$ cat src/rtl/cg_rr_dispatcher_pkg.sv
`default_nettype none
// ============================================================================
// Module   : cg_rr_dispatcher_pkg
// Brief    : Shared types and helpers for the round-robin index dispatcher.
// Revision : 1.0 - initial release
// ============================================================================
package cg_rr_dispatcher_pkg;

    localparam int c_MAX_WIDTH = 256;

    typedef enum logic [0:0] {
        IDLE  = 1'b0,
        OFFER = 1'b1
    } out_state_e;

    function automatic int idx_width(input int width);
        return (width <= 1) ? 1 : $clog2(width);
    endfunction

    // Result is c_MAX_WIDTH wide; callers slice down to their own source count.
    function automatic logic [c_MAX_WIDTH-1:0] onehot(input int idx, input int width);
        logic [c_MAX_WIDTH-1:0] v;
        v = '0;
        if ((idx >= 0) && (idx < width)) begin
            v = c_MAX_WIDTH'(1) << idx;
        end
        return v;
    endfunction

endpackage
`default_nettype wire

$ cat src/rtl/cg_priority_encoder.sv
`default_nettype none
// ============================================================================
// Module   : cg_priority_encoder
// Brief    : Lowest-set-index priority encoder with a found flag.
// Revision : 1.0 - initial release
// ============================================================================
module cg_priority_encoder #(
    parameter int BITS_WIDTH = 16,
    parameter int IDX_W      = 4
) (
    input  logic [BITS_WIDTH-1:0] i_bits,
    output logic [IDX_W-1:0]      o_index,
    output logic                  o_en
);

    // Scanning downward lets the lowest set bit overwrite the result last.
    always_comb begin
        o_index = '0;
        o_en    = 1'b0;
        for (int k = BITS_WIDTH - 1; k >= 0; k--) begin
            if (i_bits[k]) begin
                o_index = IDX_W'(k);
                o_en    = 1'b1;
            end
        end
    end

endmodule
`default_nettype wire

$ cat src/rtl/cg_rr_dispatcher.sv
`default_nettype none
// ============================================================================
// Module   : cg_rr_dispatcher
// Brief    : Sticky request collector issuing source indices round-robin on a
//            registered valid/ready stream, with a saturating merge counter.
// Revision : 1.0 - initial release
// ============================================================================
module cg_rr_dispatcher
    import cg_rr_dispatcher_pkg::*;
#(
    parameter  int WIDTH = 16,
    parameter  int CNT_W = 8,
    localparam int IDX_W = idx_width(WIDTH)
) (
    input  logic             i_clk,
    input  logic             i_rst,
    input  logic [WIDTH-1:0] i_req,
    input  logic             i_ready,
    output logic             o_valid,
    output logic [IDX_W-1:0] o_index,
    output logic [WIDTH-1:0] o_pending,
    output logic [CNT_W-1:0] o_merge_cnt
);

    localparam logic [0:0] c_S_IDLE  = 1'(IDLE);
    localparam logic [0:0] c_S_OFFER = 1'(OFFER);
    localparam int         PC_W      = IDX_W + 1;
    localparam int         SUM_W     = ((CNT_W > PC_W) ? CNT_W : PC_W) + 1;

    logic [0:0]       r_state;
    logic [WIDTH-1:0] r_pending;
    logic [IDX_W-1:0] r_ptr;
    logic [IDX_W-1:0] r_index;
    logic [CNT_W-1:0] r_cnt;

    logic                   w_hs;
    logic [c_MAX_WIDTH-1:0] w_served_full;
    logic [WIDTH-1:0]       w_served;
    logic [WIDTH-1:0]       w_pend_next;
    logic [WIDTH-1:0]       w_merge_vec;
    logic [IDX_W-1:0]       w_ptr_next;
    logic [WIDTH-1:0]       w_mask;
    logic [PC_W-1:0]        w_merges;
    logic [SUM_W-1:0]       w_sum;
    logic [CNT_W-1:0]       w_cnt_next;
    logic [IDX_W-1:0]       w_idx_a;
    logic [IDX_W-1:0]       w_idx_b;
    logic                   w_en_a;
    logic                   w_en_b;
    logic [IDX_W-1:0]       w_sel;

    assign w_hs          = (r_state == c_S_OFFER) && i_ready;
    assign w_served_full = onehot(int'(r_index), WIDTH);
    assign w_served      = w_hs ? w_served_full[WIDTH-1:0] : '0;
    assign w_pend_next   = (r_pending & ~w_served) | i_req;
    assign w_merge_vec   = i_req & r_pending & ~w_served;

    assign w_ptr_next = !w_hs                        ? r_ptr :
                        (r_index == IDX_W'(WIDTH-1)) ? '0    :
                                                       r_index + IDX_W'(1);

    // Bits at or above the pointer; the wrap-around search uses the full vector.
    assign w_mask = ~((WIDTH'(1) << w_ptr_next) - WIDTH'(1));

    always_comb begin
        w_merges = '0;
        for (int k = 0; k < WIDTH; k++) begin
            w_merges = w_merges + PC_W'(w_merge_vec[k]);
        end
        w_sum      = SUM_W'(r_cnt) + SUM_W'(w_merges);
        w_cnt_next = (w_sum > SUM_W'({CNT_W{1'b1}})) ? {CNT_W{1'b1}} : w_sum[CNT_W-1:0];
    end

    cg_priority_encoder #(
        .BITS_WIDTH (WIDTH),
        .IDX_W      (IDX_W)
    ) u_enc_masked (
        .i_bits  (w_pend_next & w_mask),
        .o_index (w_idx_a),
        .o_en    (w_en_a)
    );

    cg_priority_encoder #(
        .BITS_WIDTH (WIDTH),
        .IDX_W      (IDX_W)
    ) u_enc_full (
        .i_bits  (w_pend_next),
        .o_index (w_idx_b),
        .o_en    (w_en_b)
    );

    assign w_sel = w_en_a ? w_idx_a : w_idx_b;

    always_ff @(posedge i_clk) begin
        if (i_rst) begin
            r_state   <= c_S_IDLE;
            r_pending <= '0;
            r_ptr     <= '0;
            r_index   <= '0;
            r_cnt     <= '0;
        end else begin
            r_pending <= w_pend_next;
            r_ptr     <= w_ptr_next;
            r_cnt     <= w_cnt_next;
            // An unaccepted offer stays frozen; otherwise reload from the selection.
            if ((r_state == c_S_IDLE) || w_hs) begin
                r_state <= w_en_b ? c_S_OFFER : c_S_IDLE;
                r_index <= w_sel;
            end
        end
    end

    assign o_valid     = (r_state == c_S_OFFER);
    assign o_index     = r_index;
    assign o_pending   = r_pending;
    assign o_merge_cnt = r_cnt;

endmodule
`default_nettype wire
$ cat config.mk
export PLATFORM = sky130hd
export DESIGN_NAME = cg_rr_dispatcher
export DESIGN_NICKNAME = d
export VERILOG_FILES = /design/src/rtl/cg_rr_dispatcher_pkg.sv /design/src/rtl/cg_priority_encoder.sv /design/src/rtl/cg_rr_dispatcher.sv
export SDC_FILE = /design/constraint.sdc
export NUM_CORES = 1
export LEC_CHECK = 0
export BUFFER_PORTS_ARGS = -buffer_cell sky130_fd_sc_hd__buf_2
export CAP_MARGIN = 25
export CELL_PAD_IN_SITES_DETAIL_PLACEMENT = 1
export CELL_PAD_IN_SITES_GLOBAL_PLACEMENT = 2
export CORE_UTILIZATION = 34
export CTS_BUF_LIST = sky130_fd_sc_hd__clkbuf_4
export DETAILED_ROUTE_END_ITERATION = 7
export HOLD_SLACK_MARGIN = 0.08
export PLACE_DENSITY_LB_ADDON = 0.25
export SETUP_SLACK_MARGIN = 0.1
export SKIP_LAST_GASP = 1
export SLEW_MARGIN = 15
export SYNTH_ARGS = -nofsm -noshare
export SYNTH_HDL_FRONTEND = slang
export SYNTH_SLANG_ARGS = --single-unit
$ cat constraint.sdc
create_clock -name i_clk -period 6.8 [get_ports i_clk]
set_clock_uncertainty 0.05 [all_clocks]
set_input_delay 1.36 -clock i_clk [delete_from_list [all_inputs] [get_ports i_clk]]
set_output_delay 1.36 -clock i_clk [all_outputs]
set_load 0.03 [all_outputs]
==> impl_metrics.env <==
export IMPL_status="complete, no violations"
export IMPL_path_cells="buf_2, and4bb_2, a21boi_0, and2_1, fa_1, inv_1, fa_1, fa_1, fa_1, fa_1, fa_1, nor2b_1, o21ai_0, nand2b_1, a21o_1, nand4_1, a21oi_1"
export IMPL_drc=0
export IMPL_postSynthAreaPerCell_sq_um=8.165
export IMPL_clk_latency_ps=370
export IMPL_grtUsageTotal=0.2367
export IMPL_synth_flop_cell="dfxtp_1"
export IMPL_cp_required_ps=7060
export IMPL_first_global_vias=2886
export IMPL_dr_total_vias=2910
export IMPL_switching_power_mw=0.3770
export IMPL_slew_violations=0
export IMPL_path_common_cell="fa_1"
export IMPL_gp_congestion=0.8717
export IMPL_synth_edff_count=0
export IMPL_highest_layer="met4"
export IMPL_drt_iter0_markers=118
export IMPL_antenna_cells=0
export IMPL_drive_gt1_frac=0.1760
export IMPL_fin_crit_ps=6104
export IMPL_max_stage_delay_ps=530
export IMPL_cp_top_family="adder cells"
export IMPL_async_reset_ff_frac=0
export IMPL_yosysTopAreaCell="dfxtp_1"
export IMPL_io_pin_count=48
export IMPL_die_w_um=93.42
export IMPL_initial_core_util=0.3602
export IMPL_synth_fp_nets=394
export IMPL_p_int_mw=0.4632
export IMPL_setup_ws_ps=695.6
export IMPL_die_y_um=93.42
export IMPL_yosysTopAreaCellShare=0.2325
export IMPL_timing_final_crit_share=0.8977
export IMPL_synth_cell_types=69
export IMPL_grt_pass1_wl_mm=15.54
export IMPL_p_per_area_nw_per_um2=259.7
export IMPL_yosysSeqAreaShare=0.2325
export IMPL_cts_resized=0
export IMPL_ir_drop_mv=0.1271
export IMPL_synth_area_top_cells="dfxtp_1, fa_1, ha_1"
export IMPL_routedWlPerCell_um=20.36
export IMPL_firstDrtPassIters=4
export IMPL_nFillCells=1025
export IMPL_p_leak_nw=1.390
export IMPL_tritoncts="built"
export IMPL_cts_sinks=33
export IMPL_cpMaxStageDelayCell="fa_1"
export IMPL_grt_antenna_before_repair=0
export IMPL_path_clk_slew_ps=130
export IMPL_endpoint_kind="register"
export IMPL_wirelength_mm=10.06
export IMPL_drt_met1_wl_mm=4.724
export IMPL_dr_wl_met2_mm=4.751
export IMPL_tightest_slew_ps=792.9
export IMPL_post_dp_hpwl_mm=7.928
export IMPL_ant_nets=0
export IMPL_num_rows=32
export IMPL_route_met3_wl_um=393
export IMPL_clock_fmax_mhz=163.8
export IMPL_grt_overflow=0
export IMPL_combPwrFrac=0.526
export IMPL_ctsHoldBuffers=0
export IMPL_clockBufferDepth=2
export IMPL_final_hold_viol_count=0
export IMPL_pwr_share_clk=0.191
export IMPL_syn_inst=348
export IMPL_syn_to_final_growth_pct=13.87
export IMPL_cp_start_kind="input pin"
export IMPL_crit_buf_inv=2
export IMPL_setup_viol=0
export IMPL_cts_buffers=5
export IMPL_h_tree_depth=2
export IMPL_dieArea_sq_um=8727
export IMPL_path_class="in2reg"
export IMPL_sw_frac_of_total=0.4487
export IMPL_io_buffer_count=47
export IMPL_crit_fanout=19
export IMPL_r2r_slack_ps=1150
export IMPL_yosys_warnings=0
export IMPL_via_per_inst=5.891
export IMPL_ys_seq_elements=33
export IMPL_syn_area_sq_um=2841
export IMPL_arrival_ps=6360
export IMPL_dp_slack_ps=285.0
export IMPL_drv_cap=0
export IMPL_setup_tns_ps=0
export IMPL_relSlewSlack=0.4714
export IMPL_nets=437
export IMPL_hold_class="reg2reg"
export IMPL_core_area_sq_um=7888
export IMPL_cts_root_buf="clkbuf_4"
export IMPL_seq_power_share=0.284
export IMPL_grt_max_degree=36
export IMPL_rsz0062_at_grt="false"
export IMPL_postCtsSetupRepairBufs=0
==> worst min-delay path, stage by stage, from the launching register on <==
cell      delay [ps]
dfxtp_1          360
inv_1             80
a211oi_1          60
==> final timing paths <==
path / start / end / cells past startpoint
worst max-delay path: i_ready / o_merge_cnt[1]$_SDFF_PP0_ / 17
worst min-delay path: o_merge_cnt[7]$_SDFF_PP0_ / o_merge_cnt[7]$_SDFF_PP0_ / 2
worst max register to register: o_valid$_SDFFE_PP0P_ / o_merge_cnt[1]$_SDFF_PP0_ / 17
worst min register to register: o_merge_cnt[7]$_SDFF_PP0_ / o_merge_cnt[7]$_SDFF_PP0_ / 2
==> final cells by class <==
type                       instances  area [sq um]  share of cell area
timing repair buffer              50         257.7             0.07966
inverter                          17         63.81             0.01972
sequential                        33         660.6              0.2042
clock buffer                       5         37.54             0.01160
multi-input combinational        284          2047              0.6326
tap                              102         127.6             0.03944
clock inverter                     3         41.29             0.01276
==> synthesized netlist by cell type, types with 2 or more instances <==
| cell type | count |
|---|---|
| nor2_1 | 35 |
| dfxtp_1 | 33 |
| nand2_1 | 28 |
| a21oi_1 | 24 |
| inv_1 | 17 |
| nand3_1 | 16 |
| ha_1 | 15 |
| fa_1 | 12 |
| o21ai_0 | 10 |
| nand2b_1 | 9 |
| nor3_1 | 9 |
| o211ai_1 | 9 |
| a21o_1 | 7 |
| a31oi_1 | 6 |
| clkbuf_1 | 6 |
| o21a_1 | 6 |
| and2_1 | 5 |
| and3_1 | 5 |
| buf_2 | 5 |
| nand4_1 | 5 |
| o22ai_1 | 5 |
| a211o_1 | 4 |
| a211oi_1 | 4 |
| a21boi_0 | 4 |
| nor2b_1 | 4 |
| xnor2_1 | 4 |
| nand3b_1 | 3 |
| nand4b_1 | 3 |
| o311ai_0 | 3 |
| a21bo_2 | 2 |
| a221o_1 | 2 |
| a2bb2oi_1 | 2 |
| a311o_1 | 2 |
| a41oi_1 | 2 |
| and3b_1 | 2 |
| and4b_1 | 2 |
| mux2i_1 | 2 |
| nor3_2 | 2 |
| o211a_1 | 2 |
| o21bai_1 | 2 |
| or2_2 | 2 |
==> stage by stage <==
step | hold slack [ps] | instance area (sq um) | utilization | power (mW) | instances
finish | 493.9 | 3236 | 0.4102 | 0.8402 | 494
global route | 517.4 | 3236 | 0.4102 | 0.9007 | 494
CTS | 498.1 | 3236 | 0.4102 | 0.8469 | 494
detailed placement | 475.8 | 3157 | 0.4002 | 0.6812 | 486
global placement | 472.9 | 3157 | 0.4002 | 0.6755 | 486
floorplan | 550.9 | 2841 | - | 0.5554 | 348
==> cells in the final DEF, fill, tap and decap left out, types with 6 or more instances in the layout <==
master / n
a21o_1: 7
a21oi_1: 24
a31oi_1: 6
buf_2: 47
dfxtp_1: 33
fa_1: 12
ha_1: 15
inv_1: 17
nand2_1: 28
nand2b_1: 9
nand3_1: 16
nor2_1: 35
nor3_1: 9
o211ai_1: 9
o21a_1: 6
o21ai_0: 10
==> per-layer routing <==
metal	up-vias	GRT usage
met5	-	0
met4	0	0.07564
met3	14	0.03577
met2	69	0.4007
met1	1449	0.3073
li1	1378	-
==> kinds of logic after synthesis <==
family          after synthesis  share of synthesized area
simple gates                139                     0.2589
compound gates              111                     0.2884
flops                        33                     0.2325
buf+inv                      31                    0.04711
fa+ha+maj                    27                     0.1506
xor+xnor                      5                    0.01541
mux                           2                   0.007046
==> sequential cells by signal, summed over array words and instances (netlist names) <==
name and count:
o_pending 16, o_merge_cnt 8, o_index 4, r_ptr 4, o_valid 1
==> power by group through the flow <==
stage          clock (mW)  combinational (mW)  sequential, mW
2_1_floorplan           0               0.279           0.277
3_3_place_gp            0               0.433           0.242
3_5_place_dp            0               0.439           0.243
4_1_cts             0.164               0.445           0.238
5_1_grt             0.172               0.486           0.242
6_report            0.160               0.442           0.239
Power figures use the tool's default switching activity.
